**src/rtl/phase_ctrl.sv**
```systemverilog
// phase_ctrl: instruction-phase sequencer for the multi-cycle core.
// Drives a one-hot F/R/X/M/W phase vector (f=bit0 .. w=bit4), handles
// free-run and single-step execution, memory wait-state stretching with a
// timeout fault, halt on HLT, and keeps a retired-instruction counter.
module phase_ctrl #(
  parameter int unsigned CNT_W    = 32,
  parameter int unsigned WAIT_MAX = 15
) (
  input  logic             clk,
  input  logic             rst_n,
  input  logic             start,
  input  logic             step_mode,
  input  logic             clear,
  input  logic [3:0]       op,
  input  logic             mem_wait,
  output logic [4:0]       phase,
  output logic             ir_load,
  output logic             busy,
  output logic             halted,
  output logic             fault,
  output logic [CNT_W-1:0] retired
);

  // Controller states
  localparam logic [1:0] S_IDLE   = 2'd0;
  localparam logic [1:0] S_RUN    = 2'd1;
  localparam logic [1:0] S_HALTED = 2'd2;
  localparam logic [1:0] S_FAULT  = 2'd3;

  // One-hot phase encodings
  localparam logic [4:0] PH_NONE = 5'b00000;
  localparam logic [4:0] PH_F    = 5'b00001;
  localparam logic [4:0] PH_R    = 5'b00010;
  localparam logic [4:0] PH_X    = 5'b00100;
  localparam logic [4:0] PH_M    = 5'b01000;
  localparam logic [4:0] PH_W    = 5'b10000;

  localparam logic [3:0] OP_HLT = 4'b1111;

  // Wait counter wide enough to hold WAIT_MAX
  localparam int unsigned WCNT_W = (WAIT_MAX < 2) ? 1 : $clog2(WAIT_MAX + 1);
  // Value the counter holds on the stalled cycle that exhausts the budget
  localparam logic [WCNT_W-1:0] WAIT_LAST = WCNT_W'(WAIT_MAX - 1);

  logic [1:0]        r_state;
  logic [4:0]        r_phase;
  logic [WCNT_W-1:0] r_wait;
  logic              r_halted;
  logic              r_fault;
  logic [CNT_W-1:0]  r_retired;

  logic [1:0]        w_state_nxt;
  logic [4:0]        w_phase_nxt;
  logic [WCNT_W-1:0] w_wait_nxt;
  logic              w_retire;
  logic              w_w_exit;
  logic              w_stall_timeout;

  assign w_stall_timeout = mem_wait && (r_wait == WAIT_LAST);
  assign w_w_exit        = (r_state == S_RUN) && (r_phase == PH_W);

  // Next-state, next-phase and wait-counter decode
  always_comb begin
    w_state_nxt = r_state;
    w_phase_nxt = r_phase;
    w_wait_nxt  = r_wait;
    w_retire    = 1'b0;
    case (r_state)
      S_IDLE: begin
        w_phase_nxt = PH_NONE;
        if (start) begin
          w_state_nxt = S_RUN;
          w_phase_nxt = PH_F;
        end
      end
      S_RUN: begin
        case (r_phase)
          PH_F: w_phase_nxt = PH_R;
          PH_R: w_phase_nxt = PH_X;
          PH_X: begin
            w_phase_nxt = PH_M;
            w_wait_nxt  = '0;
          end
          PH_M: begin
            if (!mem_wait) begin
              w_phase_nxt = PH_W;
              w_wait_nxt  = '0;
            end else if (w_stall_timeout) begin
              w_state_nxt = S_FAULT;
              w_phase_nxt = PH_NONE;
              w_wait_nxt  = '0;
            end else begin
              w_wait_nxt = r_wait + 1'b1;
            end
          end
          PH_W: begin
            // Every W exit retires, HLT included; op is only looked at here
            w_retire = 1'b1;
            if (op == OP_HLT) begin
              w_state_nxt = S_HALTED;
              w_phase_nxt = PH_NONE;
            end else if (step_mode) begin
              w_state_nxt = S_IDLE;
              w_phase_nxt = PH_NONE;
            end else begin
              w_phase_nxt = PH_F;
            end
          end
          default: begin
            // Corrupted phase register: drop back to IDLE rather than wedge
            w_state_nxt = S_IDLE;
            w_phase_nxt = PH_NONE;
            w_wait_nxt  = '0;
          end
        endcase
      end
      S_HALTED, S_FAULT: begin
        w_phase_nxt = PH_NONE;
        // clear has priority; start is never honoured from these states
        if (clear) begin
          w_state_nxt = S_IDLE;
        end
      end
      default: begin
        w_state_nxt = S_IDLE;
        w_phase_nxt = PH_NONE;
        w_wait_nxt  = '0;
      end
    endcase
  end

  // Controller state, phase vector and stall counter registers
  always_ff @(posedge clk or negedge rst_n) begin
    if (!rst_n) begin
      r_state <= S_IDLE;
      r_phase <= PH_NONE;
      r_wait  <= '0;
    end else begin
      r_state <= w_state_nxt;
      r_phase <= w_phase_nxt;
      r_wait  <= w_wait_nxt;
    end
  end

  // Registered status flags follow the next state so they align with phase
  always_ff @(posedge clk or negedge rst_n) begin
    if (!rst_n) begin
      r_halted <= 1'b0;
      r_fault  <= 1'b0;
    end else begin
      r_halted <= (w_state_nxt == S_HALTED);
      r_fault  <= (w_state_nxt == S_FAULT);
    end
  end

  // Retired-instruction counter, wraps modulo 2^CNT_W, survives HALTED
  always_ff @(posedge clk or negedge rst_n) begin
    if (!rst_n) begin
      r_retired <= '0;
    end else if (w_retire) begin
      r_retired <= r_retired + CNT_W'(1);
    end
  end

  assign phase   = r_phase;
  assign ir_load = r_phase[0];
  assign busy    = |r_phase;
  assign halted  = r_halted;
  assign fault   = r_fault;
  assign retired = r_retired;

  // Phase vector is one-hot whenever busy, and busy exactly in RUN
  a_phase_onehot : assert property (@(posedge clk) disable iff (!rst_n)
    busy |-> $onehot(r_phase));
  a_busy_run : assert property (@(posedge clk) disable iff (!rst_n)
    busy == (r_state == S_RUN));
  a_retire_at_w : assert property (@(posedge clk) disable iff (!rst_n)
    w_retire |-> w_w_exit);

endmodule

```
**config.mk**
```make
export PLATFORM = sky130hd
export DESIGN_NAME = phase_ctrl
export DESIGN_NICKNAME = d
export VERILOG_FILES = /design/src/rtl/phase_ctrl.sv
export SDC_FILE = /design/constraint.sdc
export NUM_CORES = 1
export LEC_CHECK = 0
export CAP_MARGIN = 5
export CORE_ASPECT_RATIO = 0.5
export CORE_MARGIN = 4
export CORE_UTILIZATION = 50
export CTS_BUF_LIST = sky130_fd_sc_hd__clkbuf_8
export DETAILED_ROUTE_END_ITERATION = 6
export PLACE_DENSITY = 0.75
export REMOVE_ABC_BUFFERS = 1
export SLEW_MARGIN = 0
export SYNTH_ARGS = -nofsm -noshare
export SYNTH_HDL_FRONTEND = slang
export SYNTH_SLANG_ARGS = --single-unit
```
**constraint.sdc**
```tcl
create_clock -name clk -period 2.19 [get_ports clk]
set_input_delay 0.438 -clock clk [delete_from_list [all_inputs] [get_ports clk]]
set_output_delay 0.438 -clock clk [all_outputs]
set_load 0.01 [all_outputs]
```
Word level (Yosys, flattened, before mapping)
Index checks and enable logic that the tools add are counted.

Register bits after elaboration: 45. Input bits: 10. Output and inout bits: 41.

$add $sub $neg: 2. Bitwise logic cells: 1. Equal/unequal tests: 13. Reduce and logical (&&, ||, !) cells: 7. Muxes and demuxes: 20.

Operator list (number): 32-bit by 1-bit adder with 32-bit output, second input constant (1); 5-bit case mux with 5 select lines (1); 5-bit case mux with 3 select lines (1); 2-bit 2-to-1 mux (6); 2-bit case mux with 3 select lines (2); 5-bit 2-to-1 mux (2); 2-bit equality test, second input constant (4); 4-bit equality test, second input constant (2); 4-bit 2-to-1 mux (2); 4-bit case mux with 2 select lines (1); 3-bit OR reduction (2); 5-bit by 1-bit equality test with 1-bit output, second input constant (1); 5-bit by 2-bit equality test with 1-bit output, second input constant (1); 5-bit by 3-bit equality test with 1-bit output, second input constant (1); 5-bit by 4-bit equality test with 1-bit output, second input constant (1); 5-bit equality test, second input constant (1); 1-bit 2-to-1 mux (5); 5-bit OR reduction (1); 4-bit by 1-bit adder with 4-bit output, second input constant (1); 4-bit != test, second input constant (1); 2-bit by 1-bit equality test with 1-bit output, second input constant (1); 2-bit logical NOT (1); 2-bit AND reduction (1); 2-bit OR reduction (1); 2 further kinds (2).

Longest topological paths before layout
Gate-level depths: netlist (run 1).

Depth in word-level cells: 7. Mapped depth: 6.

Least setup slack after synthesis (run 1)
Ideal clock, no wire load.

Path type: reg2reg. From: reg r_phase[0] (netlist: phase[0]). To: reg r_fault (netlist: fault). Setup time: 0.084 ns. Setup slack: 0.477 ns. Stages on the path, launching flop included: 6. Arrival: 1.629 ns. Cell sequence: dfrtp_1 buf_2 nand4bb_4 or4b_1 a21o_1 a21boi_0.

Cells in the longest elaborated chain, start to end: 5. Elaborated cells between the ends (all ways): 9.

Ends and longest elaborated chain: from (decl) (RTL line 46) `logic [4:0] r_phase;`; from (signal assigned) (RTL line 140) `r_phase <= w_phase_nxt;`; 5-bit by 3-bit equality test with 1-bit output (tied with other cells) (RTL line 77) `case (r_phase)`; 3-bit OR reduction (no source line); 2-bit case mux with 3 select lines * (RTL line 77); 2-bit case mux with 3 select lines * (RTL line 68) `case (r_state)`; 2-bit equality test * (RTL line 152) `r_fault <= (w_state_nxt == S_FAULT);`; to (signal assigned) (RTL line 152); to (decl) (RTL line 49) `logic r_fault;`.

Every way passes the cells marked *; elsewhere a longest branch is shown, timed or not. A chain may end at the register's enable or synchronous reset.

Worst setup path in the final report (run 1)
From: reg r_phase[0] (netlist: phase[0]). To: out ir_load.

RTL lines: to (decl) (RTL line 17) `output logic ir_load,`.

No word-level cell between the ends.

==> results of run 1 <==
## metrics by stage
step	cell area, µm²	cells	hold WS [ns]	setup WS, ns
floorplan	2290	210	0.142	0.472
global placement	2900	321	0.449	0.135
detailed placement	2900	321	0.457	0.121
CTS	3000	329	0.130	0.0263
global route	3000	329	0.151	0.0796
finish	3000	329	0.109	0.223
## sequential cells by signal, indices dropped and copies added (netlist names)
name	cells
fault	1
halted	1
phase	5
r_state	2
r_wait	4
retired	32
## path summary, 6_finish.rpt
check                           cells after the start          end
worst min-delay path                                1  retired[13]
worst min register to register                      1  retired[31]
worst max register to register                      4  retired[18]
min in group clk                                    1  retired[31]
max in group asynchronous                           2   retired[2]
worst max-delay path                                1      ir_load
## metal layers
| metal | vias up | GRT usage [%] |
|---|---|---|
| met3 | 6 | 4.59 |
| li1 | 874 | - |
| met5 | - | 0 |
| met2 | 39 | 30.6 |
| met4 | 0 | 4.73 |
| met1 | 877 | 23.5 |
## power by group through the flow
stage               registers (mW)  logic, mW  clock network, mW
floorplan                    0.914      0.168                  0
global placement             0.907      0.320                  0
CTS                          0.894      0.334              0.554
detailed placement           0.910      0.329                  0
finish                       0.894      0.328              0.542
global route                 0.900      0.359              0.589
## timing repair
item,in CTS,in global routing
resized for setup,1,1
hold buffers,0,0
pin swaps,0,0
endpoints found under the setup margin,1,1
setup buffers,0,0
## final cells by class
class                      count  area share, %
multi-input combinational    154           37.5
clock inverter                 2          0.459
clock buffer                   6           2.75
tap                           57           2.38
timing repair buffer          54           18.0
sequential                    45           37.5
inverter                      11           1.38
## kinds of logic after synthesis
kind of cell / share of synthesized area (%)
AO/OA/AOI/OAI: 5.32
XOR/XNOR: 12.4
adder cells (fa/ha/maj): 1.61
buffers and inverters: 3.44
flip-flops: 48.3
multiplexers: 0.483
AND/OR/NAND/NOR: 28.4
## cell usage in the layout (no fill, tap or decap), types with 2 or more instances in the layout
cell / instances
nor3_1: 19
nand4_1: 3
nand2b_1: 4
o21ai_0: 5
xor2_1: 21
or2_2: 2
clkbuf_8: 6
nand4_2: 3
nand3_1: 12
nor4_2: 4
xnor2_1: 12
and4_1: 7
inv_1: 11
buf_4: 3
a21oi_1: 3
clkdlybuf4s50_1: 48
and3_1: 5
dfrtp_1: 45
nor2b_1: 3
o31ai_1: 3
nand2_1: 11
ha_1: 3
nor2_1: 9
==> impl_metrics.toml, run 1 <==
[run_status]
status = "finished clean"

[critical_path]
critPathMaxFanout = 11
startpoint = "phase[0]"
crit_chain = "clkdlybuf4s50_1"
critPathMaxStageDelay_ns = 0.62
required_ns = 1.75
crit_buf_inv = 1
crit_path_end_kind = "output pin"
r2r_start = "phase[0]"
crit_family = "buffers and inverters"
arrival_ns = 1.53
crit_type = "reg -> out"
cp_slowest_cell = "clkdlybuf4s50_1"
r2r_setup_slack_ns = 0.27
startpoint_type = "flop"

[synthesis]
synth_ff_type = "dfrtp_1"
yosysWarnings = 0
async_reset_ff_share_pct = 100
netlist_top_cells_count = "dfrtp_1 (45), xor2_1 (21), nor3_1 (19)"
syn_area_per_cell_um2 = 10.8
yosysTopAreaCellShare_pct = 48.3
synth_cells = 216
ys_seq_elements = 45
synth_edf_count = 0
ys_types = 49
synth.most_common_cell = "dfrtp_1"
synthesis.area_um2 = 2330
netlist_top_cells_area = "dfrtp_1 (48%), xor2_1 (7.9%), xnor2_1 (4.5%)"
yosysSeqAreaShare_pct = 48.3
yosysTopAreaCell = "dfrtp_1"

[cells_and_area]
regArea_um2 = 1130
multi_input_area_um2 = 1130
area_growth_pct = 28.8
fillCellCount = 357
fin_nets = 284
antenna_cells = 0
drive_gt1_share_pct = 10.7
utilization_pct = 67.5

[power]
power.leakage_nw = 1.36
power.switching_mw = 0.505
clockPowerShare_pct = 30.7
power_frac_seq_pct = 50.7
ir_drop_mv = 0.315
power.share.combinational_pct = 18.6
swShare_pct = 28.6
power_mw = 1.76
internal_power_mw = 1.26
p_per_area_nw_per_um2 = 588

[place]
io_buffers = 50
dp_hpwl_um = 3700
gp_congestion = 0.808

[global_route]
antenna_found_initial = 0
gr-total-overflow = 0
grt_start_max_net_pins = 24
grt_pass1_wl_um = 8650
grt_pass1_vias = 1827
grt_use_total_pct = 18.1

[detailed_routing]
vias = 1796
drtIter0Drc = 90
route.met3.wl_um = 223
m1WireLength_um = 2250
drc = 0
highest-signal-layer = "met4"
route.met2.wl_um = 2410
drt_pre_antenna_iters = 4
routed_via_density = 5.46
wire_per_inst_um = 15.0
wl_um = 4940
drtAntennaViolNets = 0

[floorplan]
ios = 51
die_w_um = 105
start_util_pct = 52.4
dieArea_um2 = 5880
coreArea_um2 = 4450
rows = 17
die_h_um = 56.3

[cts]
path_clk_slew_ns = 0.09
clockBufferDepth = 2
clk_latency_ns = 0.30
cts_buffers = 5
h-tree-depth = 2
cts.sinks = 45
cts_tree = "built"
root_buffer = "clkbuf_8"

[sta]
setup_viol = 0
grt_setup_unrepaired = "no"
fin_setup_tns_ns = 0
worst_pin_slew_ns = 0.538
skew_ns = 0.00713
hold_violations = 0
period_share_pct = 89.8
slew_violations = 0
max-slew-margin-rel_pct = 64.1
max_freq_ghz = 0.508
fin_crit_ns = 1.97

[flow_run]
drv_cap = 0

[worst_hold_path]
holdCritPathClass = "in -> async"
No activity file was read; power rests on OpenSTA's default activity.
==> run 2: changes to the inputs <==
CORE_UTILIZATION = 40   (was 50)
PLACE_DENSITY = 0.62   (was 0.75)
==> run 2 against run 1 <==
Against the previous run: global-route usage fell by 2.7 points; final area rose by 0.75%; worst setup slack gained 0.034 ns; hold slack improved by 0.088 ns; via count rose by 0.33%; core utilization decreased by 13 points; sequential cell count unchanged; non-clock buffer count up 1; clock power is 13% higher; highest routed layer unchanged; routed wire length is 2.7% higher; largest power group unchanged.
==> impl_metrics.toml, run 2 (synthesis results as in run 1) <==
[run_status]
status = "finished clean"

[sta]
period_share_pct = 88.3
fin_setup_tns_ns = 0
hold_violations = 0
slew_violations = 0
timing.hold.ws_ns = 0.197
skew_ns = 0.0130
fin_crit_ns = 1.93
worst_pin_slew_ns = 0.568
grt_setup_unrepaired = "no"
max-slew-margin-rel_pct = 62.1
setup_slack_ns = 0.257
setup_viol = 0
max_freq_ghz = 0.517

[cells_and_area]
stdcell_area_um2 = 3020
fillCellCount = 522
area_growth_pct = 29.8
drive_gt1_share_pct = 10.7
antenna_cells = 0
mostFrequentLayoutCells = "clkdlybuf4s50_1 (48), dfrtp_1 (45), xor2_1 (21), nor3_1 (19)"
largest_reg_flops = 32
utilization_pct = 54.4
fin_nets = 285
layout.cells.non_filler = 345
final_common_cell = "clkdlybuf4s50_1"

[critical_path]
crit_buf_inv = 1
rr_worst_depth = 4
cp_slowest_cell = "clkdlybuf4s50_1"
crit_type = "reg -> out"
required_ns = 1.75
r2r_setup_slack_ns = 0.26
crit_path_end_kind = "output pin"
arrival_ns = 1.49
critPathMaxFanout = 11
rr_endpoint = "retired[18]"
startpoint_type = "flop"
critPathMaxStageDelay_ns = 0.62
crit_chain = "clkdlybuf4s50_1"
r2r_start = "phase[0]"
crit_family = "buffers and inverters"
startpoint = "phase[0]"

[floorplan]
rows = 19
coreArea_um2 = 5560
ios = 51
die_h_um = 62.0
dieArea_um2 = 7180
start_util_pct = 41.9
die_w_um = 116

[cts]
h-tree-depth = 2
root_buffer = "clkbuf_8"
cts_tree = "built"
clk_latency_ns = 0.30
cts.sinks = 45
cts_buffers = 5
path_clk_slew_ns = 0.09
cts_setup_buffers = 0
clockBufferDepth = 2

[detailed_routing]
drt_pre_antenna_iters = 4
vias = 1802
routed_via_density = 5.22
drtAntennaViolNets = 0
drtIter0Drc = 75
drc = 0
wl_um = 5070
wire_per_inst_um = 14.7

[power]
p_per_area_nw_per_um2 = 608
ir_drop_mv = 0.421
power.leakage_nw = 1.36
power_mw = 1.84

[global_route]
grt_use_total_pct = 15.4
grt_pass1_wl_um = 8740
grt_pass1_vias = 1849
antenna_found_initial = 0
grt_start_max_net_pins = 46
gr-total-overflow = 0

[flow_run]
drv_cap = 0

[place]
gp_congestion = 0.776
dp_hpwl_um = 3660
place_area_um2 = 2920
pre_cts_ws_ns = 0.0896
dpl.cell_count = 338
io_buffers = 50

[worst_hold_path]
holdCritPathClass = "in -> async"
## run 2: worst max-delay path by stage
stage / end / slack, ns / cells after the start
after floorplan: fault / 0.47 / 4
after global placement: fault / 0.13 / 5
after detailed placement: fault / 0.09 / 5
after CTS: busy / 0.02 / 4
after global routing: retired[16] / 0.02 / 4
final: phase[0] / 0.26 / 1
## run 2: where the power goes
| part | switching [mW] | leakage, nW | total [mW] | internal (mW) |
|---|---|---|---|---|
| sequential | 0.0435 | 0.625 | 0.895 | 0.851 |
| combinational | 0.180 | 0.683 | 0.330 | 0.150 |
| clock | 0.280 | 0.0540 | 0.612 | 0.332 |
| total | 0.504 | 1.36 | 1.84 | 1.33 |
## run 2: layer usage
layer	vias to the layer above	track usage, %	wire [µm]
li1	873	-	-
met1	880	21.0	2480
met2	44	25.1	2340
met3	5	3.58	211
met4	0	4.46	40
met5	-	0	0
## run 2: layout make-up
cell class,count,area [µm²],area share (%)
flip-flops and latches,45,1130,37.2
clock inverters,2,35.0,1.16
multi-input cells,154,1130,37.2
inverters,11,41.3,1.37
repair buffers,55,536,17.7
well taps,73,91.3,3.02
clock buffers,5,68.8,2.28
## run 2: worst reg2reg max path, stage by stage, from the launching register on
cell and delay [ns]:
dfrtp_1 0.52, nor4b_4 0.53, nand3_1 0.36, nor3_1 0.27, xor2_1 0.17
## run 2: timing repair
| action | in CTS | in global routing |
|---|---|---|
| gates resized for setup | 1 | 1 |
| setup endpoints to repair | 1 | 1 |
| hold buffers | 0 | 0 |
==> run 3: changes to the inputs <==
SLEW_MARGIN = 40   (was 0)
==> results of run 3 <==
Same layout as run 2: the final DEF is identical, and so are final timing and power.
==> patch, RTL diff (config.mk and constraints of run 1) <==
Change the parameter `WAIT_MAX` from 15 to 30.
--- a/src/rtl/phase_ctrl.sv
+++ b/src/rtl/phase_ctrl.sv
@@ -5,5 +5,5 @@
 module phase_ctrl #(
   parameter int unsigned CNT_W    = 32,
-  parameter int unsigned WAIT_MAX = 15
+  parameter int unsigned WAIT_MAX = 30
 ) (
   input  logic             clk,
Behaviour: no difference found for any inputs over 10 cycles, from zero or initial values and one cycle with rst_n low; that may be too few to reach the edited logic, so the function may still have changed.
==> patch against run 1 <==
- worst setup slack worse by 0.043 ns
- core utilization is 4.2 points higher
- die area is 4.1% lower
- routed wire length is 5.9% lower
- first-iteration DRC count is 32% lower
- synthesized area is 4.6% lower
- count of clock-buffer cells in the layout is 1 lower
- sequential cell count is 1 higher
- final area is 2.4% lower
- cell count is 1.8% lower
Power is not compared: it rests on default switching activity, and its combinational part moved more than twofold at a synthesized area within 25%.
==> patch: results (changes against run 1) <==
Status -> completed
Filler Cell Count -> 305 (-15%)
Post-CTS Setup Inserts -> 1 (+1)
Vias in the first global route -> 1697 (-7.1%)
Synth top cells by count -> 46 x dfrtp_1, 29 x xnor2_1, 24 x nand2_1, 15 x nand3_1, 14 x nand4_1
Synth area leaders -> dfrtp_1 52%, xnor2_1 11%, nand2_1 4.1%, nand4_1 3.9%, nand3_1 3.4%
# nets final -> 281 (-1.1%)
CP max stage cell -> dfrtp_1
Total track usage -> 0.1848 (+0.003725)
Min-Delay Path Class -> in2async
Synth async-reset ratio -> 1.000 (unchanged)
Reg clk slew, reported paths -> 0.08 ns
Port buffer count -> 50 (unchanged)
Layout cells sized above 1 -> 0.07435 (-0.03227)
Clk Tree Root Cell -> clkbuf_8
Worst slew pin tran -> 0.6278 ns (+0.08965 ns)
Placement Cell Area -> 2785 µm² (-4.0%)
Num CTS Buffers -> 5 (unchanged)
Initial DRC Count -> 61 (-32%)
H-tree Lvls -> 2 (unchanged)
Initial DRT Pass Iterations -> 4 (unchanged)
Max-cap violations -> 0 (unchanged)
# diodes -> 0 (unchanged)
CP max stage delay -> 0.49 ns (-0.13 ns)
Cell family with most CP delay -> flip-flops
Antenna violations before repair -> 0 (unchanged)
HPWL Detailed -> 3413 µm (-7.7%)
Largest net degree at the start of global routing -> 29 (+21%)
Pleak -> 1.262 nW
Longest Clk Path Bufs -> 2 (unchanged)
Worst vdd ir -> 0.0004193 V
WL/cell -> 14.39 µm (-4.2%)
Synth Flop Type -> dfrtp_1
CP Max Fanout -> 8 (-3)
PostCTS Resize Cnt -> 0 (-1)
Post-synthesis sequential area ratio -> 0.5180 (+0.03467)
Clk_lat worst skew -> 0.30 ns (about the same)
Max reg flops -> 32 (unchanged)
First-pass GRT wire length -> 7900 µm (-8.6%)
Placer Congestion -> 0.7929 (-1.9%)
Synth Warn # -> 0 (unchanged)
Via density -> 5.294 (-3.0%)
Crit path DAT -> 1.57 ns (+0.04 ns)
Synth unique cells -> 33 (-33%)
Clk_skew -> 0.005323 ns (-0.001802 ns)
## patch: cell types whose count changed after synthesis, sizes merged, moves of 3 or more
cell,before,now
nor4,5,0
xnor2,12,29
o21ai,5,8
nand2,11,24
xor2,21,3
nand4,7,14
inv,11,3
nand3,12,16
nor3,20,4
## patch: path summary, 6_finish.rpt
path	cells past startpoint	slack, ns	from	end
min reg2reg	1	0.48	retired[31]	retired[31]
max	3	0.18	phase[1]	busy
max reg2reg	6	0.27	phase[1]	retired[28]
min	1	0.14	rst_n	r_wait[3]
min in group clk	1	0.48	retired[31]	retired[31]
max in group asynchronous	2	1.45	rst_n	retired[20]
## patch: final cells by class
class	count	area, µm²	share of cell area
sequential	46	1151	0.3928
multi-input combinational	155	1015	0.3463
timing repair buffer	57	548.0	0.1870
clock buffer	5	68.82	0.02348
clock inverter	3	68.82	0.02348
tap	54	67.56	0.02306
inverter	3	11.26	0.003843
## patch: report_power, final
group	total (mW)	switching [mW]	internal (mW)
Sequential	0.875	0.0181	0.857
Clock	0.752	0.295	0.457
Combinational	0.147	0.0768	0.0699
Total	1.77	0.389	1.38
## patch: metrics by stage
step	setup slack, ns	hold WS (ns)	total power [mW]	util	instances
2_1_floorplan	0.3052	0.1424	0.9547	-	204
3_3_place_gp	0.3160	0.4756	1.031	0.6820	314
3_5_place_dp	0.2503	0.4737	1.033	0.6820	314
4_1_cts	0.1765	0.1620	1.795	0.7175	323
5_1_grt	0.06056	0.1740	1.857	0.7175	323
6_report	0.1802	0.1446	1.773	0.7175	323
## patch: worst reg2reg max path, cell delays in order, from the launching register on
cell     delay [ns]
dfrtp_1        0.49
nor3_4         0.23
buf_4          0.17
and4_1         0.24
and4_1         0.36
nand4_1        0.17
xnor2_1        0.16
## patch: logic make-up after synthesis
logic type               count (synthesis)  share of synthesized area
AND/OR/NAND/NOR                         97                     0.2506
flip-flops                              46                     0.5180
XOR/XNOR                                32                     0.1261
AO/OA/AOI/OAI                           22                    0.05856
buffers and inverters                    8                    0.02534
adder cells (fa/ha/maj)                  3                    0.01689
multiplexers                             1                   0.004505
## patch: metal layers
layer	vias up	wire, µm	track usage	part of all wire
met5	-	0	0	0
met4	0	15	0.06972	0.0032
met3	2	219	0.04756	0.047
met2	39	2213	0.3043	0.48
met1	813	2199	0.2405	0.47
li1	856	-	-	-
